$ cat src/rtl/uart_pkg.sv
// Shared UART definitions: parity modes, receiver state encodings, width helper.
package uart_pkg;

    localparam int unsigned PARITY_NONE = 0;
    localparam int unsigned PARITY_ODD  = 1;
    localparam int unsigned PARITY_EVEN = 2;

    // Receiver FSM encodings
    localparam logic [2:0] RX_IDLE   = 3'd0;
    localparam logic [2:0] RX_START  = 3'd1;
    localparam logic [2:0] RX_DATA   = 3'd2;
    localparam logic [2:0] RX_PARITY = 3'd3;
    localparam logic [2:0] RX_STOP   = 3'd4;

    // Bits needed to hold values 0..v-1, never less than 1
    function automatic int unsigned clog2_w(input int unsigned v);
        return (v <= 2) ? 1 : $clog2(v);
    endfunction

endpackage

$ cat src/rtl/sync_fifo.sv
// Synchronous FIFO with registered head; overflowing pushes are dropped unless a pop coincides.
module sync_fifo
    import uart_pkg::*;
#(
    parameter int unsigned WIDTH = 8,
    parameter int unsigned DEPTH = 4
) (
    input  logic                       clk,
    input  logic                       rst,
    input  logic                       push,
    input  logic [WIDTH-1:0]           push_data,
    input  logic                       pop,
    output logic [WIDTH-1:0]           head_data,
    output logic                       full,
    output logic                       empty,
    output logic [clog2_w(DEPTH):0]    count
);

    localparam int unsigned AW = clog2_w(DEPTH);

    logic [WIDTH-1:0] mem_q [DEPTH];
    logic [AW:0]      wptr_q;
    logic [AW:0]      rptr_q;
    logic             do_push;
    logic             do_pop;

    // Occupancy, flags and push/pop qualification; a full FIFO accepts a push only alongside a pop
    always_comb begin
        count     = wptr_q - rptr_q;
        full      = (count == (AW + 1)'(DEPTH));
        empty     = (count == '0);
        do_pop    = pop & ~empty;
        do_push   = push & (~full | do_pop);
        head_data = empty ? '0 : mem_q[rptr_q[AW-1:0]];
    end

    // Pointer update; the extra top bit distinguishes full from empty
    always_ff @(posedge clk or posedge rst) begin
        if (rst) begin
            wptr_q <= '0;
            rptr_q <= '0;
        end else begin
            if (do_push) wptr_q <= wptr_q + (AW + 1)'(1);
            if (do_pop)  rptr_q <= rptr_q + (AW + 1)'(1);
        end
    end

    // Storage write; contents are don't-care while empty since the head is masked
    always_ff @(posedge clk) begin
        if (do_push) mem_q[wptr_q[AW-1:0]] <= push_data;
    end

endmodule

$ cat src/rtl/uart_rx_fifo.sv
// UART receiver (5-9 data bits, optional parity, 1/2 stop bits) feeding a small FIFO.
module uart_rx_fifo
    import uart_pkg::*;
#(
    parameter int unsigned CLKS_PER_BIT = 1666,
    parameter int unsigned DATA_BITS    = 8,
    parameter int unsigned PARITY       = 0,
    parameter int unsigned STOP_BITS    = 1,
    parameter int unsigned FIFO_DEPTH   = 4
) (
    input  logic                           i_uart_clk,
    input  logic                           i_rst,
    input  logic                           i_rx_data,
    input  logic                           i_rx_ready,
    input  logic                           i_clr_overrun,
    output logic                           o_rx_active,
    output logic [DATA_BITS-1:0]           o_byte_out,
    output logic                           o_frame_err,
    output logic                           o_parity_err,
    output logic                           o_data_valid,
    output logic                           o_overrun,
    output logic [$clog2(FIFO_DEPTH):0]    o_fifo_count
);

    localparam int unsigned CNT_W   = clog2_w(CLKS_PER_BIT);
    localparam int unsigned IDX_W   = clog2_w(DATA_BITS);
    localparam int unsigned ENTRY_W = DATA_BITS + 2;
    localparam logic [CNT_W-1:0] CNT_HALF = CNT_W'(CLKS_PER_BIT / 2 - 1);
    localparam logic [CNT_W-1:0] CNT_FULL = CNT_W'(CLKS_PER_BIT - 1);
    localparam logic [IDX_W-1:0] IDX_LAST = IDX_W'(DATA_BITS - 1);

    logic                 sync1_q, rx_s_q, prev_q;
    logic [2:0]           state_q, state_d;
    logic [CNT_W-1:0]     cnt_q, cnt_d;
    logic [IDX_W-1:0]     idx_q, idx_d;
    logic [DATA_BITS-1:0] shreg_q, shreg_d;
    logic                 par_err_q, par_err_d;
    logic                 frame_err_q, frame_err_d;
    logic                 push_q, push_d;
    logic [ENTRY_W-1:0]   push_data_q, push_data_d;
    logic                 overrun_q;
    logic [ENTRY_W-1:0]   head;
    logic                 fifo_full, fifo_empty, pop;

    // Two-flop synchroniser plus previous-sample register for falling-edge detection
    always_ff @(posedge i_uart_clk or posedge i_rst) begin
        if (i_rst) begin
            sync1_q <= 1'b1;
            rx_s_q  <= 1'b1;
            prev_q  <= 1'b1;
        end else begin
            sync1_q <= i_rx_data;
            rx_s_q  <= sync1_q;
            prev_q  <= rx_s_q;
        end
    end

    // Frame FSM: mid-bit sampling driven by a down-counting bit timer
    always_comb begin
        state_d     = state_q;
        cnt_d       = cnt_q;
        idx_d       = idx_q;
        shreg_d     = shreg_q;
        par_err_d   = par_err_q;
        frame_err_d = frame_err_q;
        push_d      = 1'b0;
        push_data_d = push_data_q;
        case (state_q)
            RX_IDLE: begin
                if (prev_q && !rx_s_q) begin
                    cnt_d   = CNT_HALF;
                    state_d = RX_START;
                end
            end
            RX_START: begin
                if (cnt_q != '0) begin
                    cnt_d = cnt_q - CNT_W'(1);
                end else if (rx_s_q) begin
                    state_d = RX_IDLE;
                end else begin
                    cnt_d       = CNT_FULL;
                    idx_d       = '0;
                    par_err_d   = 1'b0;
                    frame_err_d = 1'b0;
                    state_d     = RX_DATA;
                end
            end
            RX_DATA: begin
                if (cnt_q != '0) begin
                    cnt_d = cnt_q - CNT_W'(1);
                end else begin
                    shreg_d[idx_q] = rx_s_q;
                    cnt_d          = CNT_FULL;
                    if (idx_q == IDX_LAST) begin
                        idx_d   = '0;
                        state_d = (PARITY != PARITY_NONE) ? RX_PARITY : RX_STOP;
                    end else begin
                        idx_d = idx_q + IDX_W'(1);
                    end
                end
            end
            RX_PARITY: begin
                if (cnt_q != '0) begin
                    cnt_d = cnt_q - CNT_W'(1);
                end else begin
                    // Odd mode wants an odd total of ones over data plus parity bit
                    par_err_d = ((^shreg_q) ^ rx_s_q) != (PARITY == PARITY_ODD);
                    cnt_d     = CNT_FULL;
                    state_d   = RX_STOP;
                end
            end
            RX_STOP: begin
                if (cnt_q != '0) begin
                    cnt_d = cnt_q - CNT_W'(1);
                end else if (STOP_BITS == 2 && idx_q == '0) begin
                    frame_err_d = frame_err_q | ~rx_s_q;
                    idx_d       = IDX_W'(1);
                    cnt_d       = CNT_FULL;
                end else begin
                    push_d      = 1'b1;
                    push_data_d = {frame_err_q | ~rx_s_q, par_err_q, shreg_q};
                    state_d     = RX_IDLE;
                end
            end
            default: state_d = RX_IDLE;
        endcase
    end

    // FSM state registers; reset discards any partial frame
    always_ff @(posedge i_uart_clk or posedge i_rst) begin
        if (i_rst) begin
            state_q     <= RX_IDLE;
            cnt_q       <= '0;
            idx_q       <= '0;
            shreg_q     <= '0;
            par_err_q   <= 1'b0;
            frame_err_q <= 1'b0;
            push_q      <= 1'b0;
            push_data_q <= '0;
        end else begin
            state_q     <= state_d;
            cnt_q       <= cnt_d;
            idx_q       <= idx_d;
            shreg_q     <= shreg_d;
            par_err_q   <= par_err_d;
            frame_err_q <= frame_err_d;
            push_q      <= push_d;
            push_data_q <= push_data_d;
        end
    end

    // Sticky overrun: a dropped push (full and no pop) wins over a clear
    always_ff @(posedge i_uart_clk or posedge i_rst) begin
        if (i_rst) begin
            overrun_q <= 1'b0;
        end else if (push_q && fifo_full && !pop) begin
            overrun_q <= 1'b1;
        end else if (i_clr_overrun) begin
            overrun_q <= 1'b0;
        end
    end

    sync_fifo #(
        .WIDTH (ENTRY_W),
        .DEPTH (FIFO_DEPTH)
    ) u_fifo (
        .clk       (i_uart_clk),
        .rst       (i_rst),
        .push      (push_q),
        .push_data (push_data_q),
        .pop       (pop),
        .head_data (head),
        .full      (fifo_full),
        .empty     (fifo_empty),
        .count     (o_fifo_count)
    );

    // Output mapping; active stays high through the push cycle
    always_comb begin
        pop          = ~fifo_empty & i_rx_ready;
        o_data_valid = ~fifo_empty;
        o_byte_out   = head[DATA_BITS-1:0];
        o_parity_err = head[DATA_BITS];
        o_frame_err  = head[DATA_BITS+1];
        o_overrun    = overrun_q;
        o_rx_active  = (state_q != RX_IDLE) | push_q;
    end

endmodule

$ cat config.mk
export PLATFORM = sky130hd
export DESIGN_NAME = uart_rx_fifo
export DESIGN_NICKNAME = d
export VERILOG_FILES = /design/src/rtl/uart_pkg.sv /design/src/rtl/sync_fifo.sv /design/src/rtl/uart_rx_fifo.sv
export SDC_FILE = /design/constraint.sdc
export NUM_CORES = 1
export LEC_CHECK = 0
export CORE_MARGIN = 8
export CORE_UTILIZATION = 55
export CTS_CLUSTER_DIAMETER = 120
export DETAILED_ROUTE_END_ITERATION = 7
export MAX_ROUTING_LAYER = met4
export PLACE_DENSITY = 0.74
export SYNTH_ARGS = -nofsm -noshare
export SYNTH_HDL_FRONTEND = slang
export SYNTH_SLANG_ARGS = --single-unit
$ cat constraint.sdc
create_clock -name i_uart_clk -period 2.95 [get_ports i_uart_clk]
set_input_delay 0.885 -clock i_uart_clk [delete_from_list [all_inputs] [get_ports i_uart_clk]]
set_output_delay 0.885 -clock i_uart_clk [all_outputs]
set_load 0.01 [all_outputs]
==> results of run 1 <==
## logic make-up (layout without fill, tap and decap cells)
logic type	Yosys count	count (layout)	share of synthesized area, %
flip-flops	87	87	59.8
multiplexers	28	28	10.7
AND/OR/NAND/NOR	85	85	12.5
AO/OA/AOI/OAI	48	48	7.79
XOR/XNOR	13	13	3.20
adder cells (fa/ha/maj)	11	11	3.64
buffers and inverters	24	63	2.29
## repair_timing
| action | in CTS | in global routing |
|---|---|---|
| resized for setup | 47 | 4 |
| setup endpoints to repair | 13 | 12 |
| setup buffers | 1 | 0 |
## cell type report
type	instances	area, um^2	area share, %
Clock buffer	9	124	2.74
Clock inverter	7	66.3	1.47
Inverter	13	48.8	1.08
Multi-Input combinational cell	185	1530	33.7
Sequential cell	87	2380	52.7
Tap cell	99	124	2.74
Timing Repair Buffer	34	251	5.56
## worst paths after layout
| path | from | endpoint | slack [ns] | cells past startpoint |
|---|---|---|---|---|
| max | u_fifo.rptr_q[0] | o_byte_out[1] | 0.04 | 7 |
| min | sync1_q | rx_s_q | 0.36 | 0 |
| max reg2reg | u_fifo.rptr_q[0] | u_fifo.mem_q[0][5] | 0.45 | 9 |
| min reg2reg | sync1_q | rx_s_q | 0.36 | 0 |
| max in group asynchronous | i_rst | prev_q | 1.52 | 3 |
| min in group asynchronous | i_rst | u_fifo.rptr_q[2] | 0.81 | 2 |
## per-stage QoR
step | setup slack [ns] | hold WS (ns) | util (%)
2_1_floorplan | 0.256 | 0.345 | -
3_3_place_gp | 0.0149 | 0.347 | 61.1
3_5_place_dp | -0.0493 | 0.348 | 61.1
4_1_cts | 0.00815 | 0.363 | 63.3
5_1_grt | -0.0556 | 0.369 | 63.3
6_report | 0.0370 | 0.362 | 63.3
## power by group through the flow
| stage | combinational, mW | sequential [mW] | clock (mW) |
|---|---|---|---|
| 3_5_place_dp | 1.00 | 1.51 | 0 |
| 3_3_place_gp | 0.978 | 1.51 | 0 |
| 5_1_grt | 1.03 | 1.51 | 0.877 |
| 6_report | 0.918 | 1.50 | 0.806 |
| 2_1_floorplan | 0.655 | 1.49 | 0 |
| 4_1_cts | 0.937 | 1.49 | 0.830 |
## synthesized netlist by cell type (all sizes together), types with 2 or more instances
cell type / count / area share (%)
nor4: 2 / 0.31
a21oi: 9 / 1.1
dfrtp: 44 / 28
edfxtp: 40 / 30
o41ai: 3 / 0.66
xor2: 2 / 0.44
mux4: 10 / 5.7
nand2b: 2 / 0.31
nor3: 6 / 1.3
a22o: 6 / 1.3
o31ai: 4 / 0.75
nand3: 6 / 1.1
inv: 13 / 1.2
dfstp: 3 / 2.0
nand2: 19 / 1.8
xnor2: 10 / 2.2
ha: 10 / 3.1
nor3b: 2 / 0.50
or3: 2 / 0.31
nand4: 2 / 0.31
nor2: 16 / 1.5
nand3b: 3 / 0.57
buf: 3 / 0.31
clkbuf: 8 / 0.75
a21o: 2 / 0.38
mux2: 18 / 5.1
nor2b: 5 / 0.79
o21ai: 16 / 2.0
and2: 15 / 2.4
a31oi: 2 / 0.31
## metal layers
metal	wire length (um)	global-route usage [%]	vias to the layer above
met5	0	-	-
met4	118	7.56	0
met3	197	2.90	11
met2	3450	24.9	33
met1	3240	18.9	1208
li1	-	-	1154
## registers in the layout, indices dropped and copies added (netlist names)
signal	count
u_fifo.mem_q	40
cnt_q	11
push_data_q	10
shreg_q	8
idx_q	3
state_q	3
u_fifo.rptr_q	3
u_fifo.wptr_q	3
o_overrun	1
par_err_q	1
prev_q	1
push_q	1
rx_s_q	1
sync1_q	1
==> flow_summary.toml, run 1 <==
[status]
status = "completed"

[synth]
ys_warn_count = 0
synth.avg_cell_area_um2 = 13.5
synth-edff-count = 40
syn_inst = 296
async_flop_share_pct = 54.0
ys_seq_area_share_pct = 59.8
synth.ff_latch_count = 87
ys_types = 49
syn_area_um2 = 3980
synth_nets = 312
synth-main-ff-cell = "dfrtp_1"

[clocking]
cts_max_level = 3
cts_sinks = 87
root_buffer = "clkbuf_8"
cts_tree = "done"
holdBufCountCts = 0
clk_latency_ns = 0.36
clkTransAtPathRegs_ns = 0.10
cts.path.max_buffers = 2
cts_buffers = 9

[detailed_routing]
drtAntennaViolNets = 0
first_pass_iters = 4
vias = 2406
post_drt_wl_per_cell_um = 16.2
routed_wl_um = 7010
routed_via_density = 5.54
drt-initial-drc-count = 70
drcViolationCount = 0

[critical_path]
cp_top_family = "adder cells"
max_stage_delay_ns = 0.42
cp.required_ns = 2.07
timing.critical_path.buf_inv = 2
cp_cell_sequence = "ha_4 -> fa_2 -> xnor3_1 -> nand3_1 -> buf_6 -> and2_1 -> buf_2"
cpMaxStageDelayCell = "dfrtp_1"
crit_type = "register to output pin"
crit_fanout = 12
crit_path_end_kind = "output pin"
arrival_ns = 2.03
startpoint_type = "register"

[layout]
most-common-layout-cells = "dfrtp_1 (44), edfxtp_1 (40), nand2_1 (19), mux2_2 (17)"
n_fill_cell = 588
drive_above_1_share_pct = 24.5
layout_commonest_cell = "dfrtp_1"
fin_cells = 434
nNetsFinal = 346
stdcell_area_um2 = 4520
diodes = 0
area_delta_synth_final_pct = 13.5

[die]
fp.coreArea_um2 = 7140
dieArea_um2 = 10200
top_level_ports = 21
std_cell_rows = 31
die_w_um = 101
initial_core_util_pct = 55.8
die_y_um = 101

[power_and_ir_drop]
combPwrFrac_pct = 28.5
swShare_pct = 32.9
seq_power_share_pct = 46.4
leakagePower_nw = 1.86
fin_total_pwr_mw = 3.22
p_per_area_nw_per_um2 = 712
p_clk_share_pct = 25.0
switching_power_mw = 1.06
ir_worst_vdd_mv = 0.422
p_int_mw = 2.16

[job]
cap_violations = 0

[sta]
tightest_slew_ns = 0.863
final_hold_viol_count = 0
rsz0062_at_grt = "yes"
period_share_pct = 98.7
maxSlewViolCount = 0
setup_tns_ns = 0
skew_ns = 0.0135
slew_headroom_pct = 42.5
period_needed_ns = 2.91
fmax_mhz = 343
finalSetupViolCount = 0

[worst_hold_path]
hp-class = "register to register"

[place]
placed_area_um2 = 4360
numPortBuffers = 20
dp.cells = 417
gp_congestion = 0.871
dp_hpwl_um = 4790

[global_routing]
overflow = 0
grt_pass1_vias = 2480
grt_pass1_wl_um = 12000
grt_max_degree = 19
grt_use_total_pct = 15.7
antenna_found_initial = 0
(Power assumes the default switching activity.)
==> run 2, diff against run 1 <==
--- a/config.mk
+++ b/config.mk
@@ -11,6 +11,7 @@
 export DETAILED_ROUTE_END_ITERATION = 7
 export MAX_ROUTING_LAYER = met4
 export PLACE_DENSITY = 0.74
+export SLEW_MARGIN = 20
 export SYNTH_ARGS = -nofsm -noshare
 export SYNTH_HDL_FRONTEND = slang
 export SYNTH_SLANG_ARGS = --single-unit
==> constraint.sdc (replaced) <==
create_clock -name i_uart_clk -period 2.9 [get_ports i_uart_clk]
set_input_delay 0.87 -clock i_uart_clk [delete_from_list [all_inputs] [get_ports i_uart_clk]]
set_output_delay 0.87 -clock i_uart_clk [all_outputs]
set_load 0.01 [all_outputs]
==> flow_summary.toml, run 2 (synthesized netlist as in run 1, its figures left out) <==
[sta]
holdWs_ns = 0.362
timing.final.ws_setup_ns = -0.0517
final_hold_viol_count = 0
fmax_mhz = 339
rsz0062_at_grt = "yes"
finalSetupViolCount = 10
maxSlewViolCount = 0
period_needed_ns = 2.95
slew_headroom_pct = 43.5
skew_ns = 0.0115
period_share_pct = 102
tightest_slew_ns = 0.847

[detailed_routing]
drt-initial-drc-count = 57
routed_wl_um = 6840
wl_met2_um = 3250
routedLengthMet1_um = 3280
vias = 2394
post_drt_wl_per_cell_um = 15.6
top_layer = "met4"
drtAntennaViolNets = 0
wl_met3_um = 223
drcViolationCount = 0
first_pass_iters = 4
routed_via_density = 5.48

[critical_path]
arrival_ns = 2.08
crit_fanout = 6
cp_cell_sequence = "ha_4 -> fa_2 -> xnor3_1 -> nand3_2 -> buf_6 -> and2_1 -> buf_2"
critPathLaunch = "u_fifo.rptr_q[0]"
cp.required_ns = 2.03
setup.worst_path.end = "o_byte_out[2]"
cpMaxStageDelayCell = "dfrtp_1"
startpoint_type = "register"
timing.critical_path.buf_inv = 2
max_stage_delay_ns = 0.43
rrSetupSlack_ns = 0.38
r2r_cells = 9
cp_top_family = "adder cells"
r2r-end = "u_fifo.mem_q[0][8]"
path_depth = 7
r2r_start = "u_fifo.rptr_q[0]"
crit_path_end_kind = "output pin"
crit_type = "register to output pin"

[layout]
area_delta_synth_final_pct = 16.4
layout_commonest_cell = "dfrtp_1"
n_fill_cell = 571
multi_input_area_um2 = 1560
diodes = 0
most-common-layout-cells = "dfrtp_1 (43), edfxtp_1 (40), nand2_1 (19), mux2_2 (17)"
drive_above_1_share_pct = 28.7
seqCellArea_um2 = 2380
nNetsFinal = 349
fin_cells = 437
largest_register_ffs = 40

[clocking]
clk_latency_ns = 0.36
cts_buffers = 9
holdBufCountCts = 0
cts_max_level = 3
clkTransAtPathRegs_ns = 0.09
cts.path.max_buffers = 2
cts_sinks = 87
root_buffer = "clkbuf_8"
cts_tree = "done"

[die]
die_y_um = 101
initial_core_util_pct = 55.8
die_w_um = 101
top_level_ports = 21
dieArea_um2 = 10200
fp.coreArea_um2 = 7140
std_cell_rows = 31

[global_routing]
grt_use_total_pct = 15.1
overflow = 0
grt_max_degree = 25
grt_pass1_vias = 2383
grt_pass1_wl_um = 11600
antenna_found_initial = 0

[power_and_ir_drop]
seq_power_share_pct = 44.3
p_per_area_nw_per_um2 = 742
p_int_mw = 2.34
combPwrFrac_pct = 32.3
ir_worst_vdd_mv = 0.402
switching_power_mw = 1.10
swShare_pct = 32.0
leakagePower_nw = 1.92
p_clk_share_pct = 23.5

[worst_hold_path]
hp-class = "register to register"
holdPathStages = 0

[status]
violations = "negative setup slack"
status = "complete, but fails checks"

[place]
dp_hpwl_um = 4710
gp_congestion = 0.862
numPortBuffers = 20
dp.cells = 419

[job]
cap_violations = 0
==> run 2: cell types whose count changed in the layout (fill, tap and decap cells not counted), sizes merged <==
| cell | previous run | this run |
|---|---|---|
| buf | 24 | 28 |
| clkbuf | 10 | 9 |
==> run 2: worst min path at each step <==
stage | start | end | slack, ns
after floorplan | sync1_q | rx_s_q | 0.35
after global placement | sync1_q | rx_s_q | 0.35
after detailed placement | sync1_q | rx_s_q | 0.35
after CTS | sync1_q | rx_s_q | 0.36
after global routing | sync1_q | rx_s_q | 0.37
final | sync1_q | rx_s_q | 0.36
==> run 2: through the flow <==
stage | utilization, % | instance area, um^2 | setup slack, ns | setup TNS [ns] | total power [mW]
after detailed placement | 61.3 | 4380 | -0.0760 | -0.573 | 2.56
after floorplan | - | 3980 | 0.221 | 0 | 2.18
after global routing | 64.9 | 4630 | -0.113 | -0.981 | 3.63
after CTS | 63.9 | 4560 | -0.0960 | -0.408 | 3.35
final | 64.9 | 4630 | -0.0517 | -0.370 | 3.44
after global placement | 61.3 | 4380 | -0.0132 | -0.0842 | 2.54
==> run 2: layout make-up <==
type | instances | share of cell area (%)
tap | 99 | 2.67
clock inverter | 7 | 1.43
sequential | 87 | 51.4
timing repair buffer | 37 | 7.21
inverter | 13 | 1.05
clock buffer | 9 | 2.67
multi-input combinational | 185 | 33.6
==> run 2: power by group through the flow <==
stage	sequential (mW)	clock, mW	combinational [mW]
2_1_floorplan	1.51	0	0.666
4_1_cts	1.52	0.830	1.00
3_3_place_gp	1.53	0	1.00
5_1_grt	1.54	0.881	1.21
3_5_place_dp	1.54	0	1.02
6_report	1.52	0.808	1.11
==> run 2: worst reg2reg max path: stages, from the launching register on <==
cell and delay (ns):
dfrtp_1 0.43, ha_4 0.18, fa_2 0.34, xnor3_1 0.22
buf_4 0.16, nor4_1 0.34, nor2b_1 0.11, buf_4 0.17
and2_1 0.15, buf_4 0.18
==> run 2: layer usage <==
layer | vias up | track usage (%)
li1 | 1165 | -
met1 | 1185 | 18.8
met2 | 36 | 23.2
met3 | 8 | 3.25
met4 | 0 | 6.64
met5 | - | -
==> run 2: what timing repair did <==
item | 4_1_cts | 5_1_grt
endpoints found under the setup margin | 14 | 12
cloned | 1 | 0
gates resized for setup | 57 | 20
pin swaps | 3 | 5
setup buffers | 2 | 0
==> run 3, diff against run 2 <==
--- a/config.mk
+++ b/config.mk
@@ -5,7 +5,6 @@
 export SDC_FILE = /design/constraint.sdc
 export NUM_CORES = 1
 export LEC_CHECK = 0
-export CORE_MARGIN = 8
 export CORE_UTILIZATION = 55
 export CTS_CLUSTER_DIAMETER = 120
 export DETAILED_ROUTE_END_ITERATION = 7
==> flow_summary.toml, run 3 (synthesized netlist as in run 1, its figures left out) <==
[die]
dieArea_um2 = 7590
die_w_um = 87.1
top_level_ports = 21
std_cell_rows = 30
fp.coreArea_um2 = 6910
die_y_um = 87.1
initial_core_util_pct = 57.7

[layout]
largest_register_ffs = 40
most-common-layout-cells = "dfrtp_1 (44), edfxtp_1 (40), nand2_1 (19), buf_4 (18), mux2_2 (17)"
final_util_pct = 65.7
n_fill_cell = 548
diodes = 0
layout_commonest_cell = "dfrtp_1"
fin_cells = 436
area_delta_synth_final_pct = 13.9
nNetsFinal = 351
drive_above_1_share_pct = 25.9

[job]
cap_violations = 0

[detailed_routing]
drcViolationCount = 0
routed_via_density = 5.55
drtAntennaViolNets = 0
routed_wl_um = 6910
first_pass_iters = 4
vias = 2419
post_drt_wl_per_cell_um = 15.9
drt-initial-drc-count = 119

[sta]
rsz0062_at_grt = "yes"
slew_headroom_pct = 59.6
fmax_mhz = 344
timing.final.ws_setup_ns = -0.00335
period_share_pct = 100
tightest_slew_ns = 0.606
skew_ns = 0.0113
final_hold_viol_count = 0
maxSlewViolCount = 0
finalSetupViolCount = 2
period_needed_ns = 2.90
holdWs_ns = 0.359

[clocking]
cts_tree = "done"
cts.path.max_buffers = 2
root_buffer = "clkbuf_8"
clkTransAtPathRegs_ns = 0.09
cts_max_level = 3
cts_buffers = 9
cts_sinks = 87
holdBufCountCts = 0
clk_latency_ns = 0.35

[critical_path]
cp_cell_sequence = "ha_2 -> fa_2 -> xnor3_1 -> nand3_2 -> buf_6 -> and2_4 -> buf_2"
cp_top_family = "adder cells"
timing.critical_path.buf_inv = 2
cpMaxStageDelayCell = "dfrtp_1"
arrival_ns = 2.03
crit_fanout = 12
max_stage_delay_ns = 0.39
cp.required_ns = 2.03
crit_path_end_kind = "output pin"
crit_type = "register to output pin"
startpoint_type = "register"

[place]
dp.cells = 418
gp_congestion = 0.832
dpl_worst_slack_ns = -0.152
numPortBuffers = 20
dp_hpwl_um = 4660

[power_and_ir_drop]
p_clk_share_pct = 23.2
swShare_pct = 32.2
fin_total_pwr_mw = 3.24
combPwrFrac_pct = 30.1
leakagePower_nw = 1.87
seq_power_share_pct = 46.7
p_per_area_nw_per_um2 = 715
ir_worst_vdd_mv = 0.497
switching_power_mw = 1.04
p_int_mw = 2.20

[status]
violations = "negative setup slack"
status = "complete, but fails checks"

[global_routing]
grt_pass1_vias = 2320
grt_use_total_pct = 21.2
grt_pass1_wl_um = 11500
grt_max_degree = 48
overflow = 0
antenna_found_initial = 0

[worst_hold_path]
hp-class = "register to register"
[run 3: changes by cell type in the layout (fill, tap and decap cells not counted), moves of 2 or more]
| cell | delta |
|---|---|
| and2_1 | +8 |
| and2_4 | -8 |
| inv_6 | -2 |
| buf_4 | +3 |
| buf_6 | -10 |
| inv_8 | -2 |
| buf_2 | +8 |
[run 3: timing repair]
item	in CTS	in global routing
setup buffers	2	0
resized for setup	49	3
endpoints found under the setup margin	13	11
[run 3: layout make-up]
cell class	instances	area [um^2]	area share (%)
multi-input cells	185	1520	33.6
repair buffers	39	290	6.40
well taps	96	120	2.65
clock buffers	10	128	2.81
inverters	13	48.8	1.08
flip-flops and latches	87	2380	52.5
clock inverters	6	45.0	0.993
[run 3: worst paths after layout]
kind | start | end | slack [ns] | depth (start not counted)
min reg2reg | sync1_q | rx_s_q | 0.36 | 0
max in group asynchronous | i_rst | push_data_q[9] | 1.52 | 3
max | u_fifo.rptr_q[0] | o_byte_out[2] | -0.003 | 7
min in group asynchronous | i_rst | u_fifo.wptr_q[2] | 0.96 | 3
max reg2reg | u_fifo.rptr_q[0] | u_fifo.mem_q[0][8] | 0.30 | 10
min | sync1_q | rx_s_q | 0.36 | 0
[run 3: per-layer routing]
layer	vias to the layer above	part of all wire, %	global-route usage (%)
met4	0	1.1	5.81
met3	9	3.3	5.40
met2	34	48	32.6
met1	1204	47	28.3
li1	1172	-	-
met5	-	0	-
[run 3: metrics by stage]
| stage | instance area [um^2] | setup TNS (ns) |
|---|---|---|
| after detailed placement | 4390 | -1.03 |
| after global routing | 4540 | -0.791 |
| final | 4540 | -0.00408 |
| after CTS | 4540 | -0.305 |
| after global placement | 4390 | -0.0111 |
| after floorplan | 3980 | 0 |
[run 3: power by group through the flow]
stage | Combinational (mW) | Clock (mW) | Sequential, mW
after floorplan | 0.666 | 0 | 1.51
after global placement | 1.01 | 0 | 1.53
after detailed placement | 1.03 | 0 | 1.53
after CTS | 0.977 | 0.777 | 1.51
after global routing | 1.08 | 0.835 | 1.52
final | 0.975 | 0.753 | 1.51
[run 3: worst reg2reg max path, cell delays in order (launching register included)]
cell,delay [ns]
dfrtp_1,0.39
ha_2,0.19
fa_2,0.34
xnor3_1,0.22
buf_4,0.15
buf_4,0.13
nor4_1,0.32
nor2b_1,0.11
buf_4,0.17
and2_1,0.15
buf_4,0.18
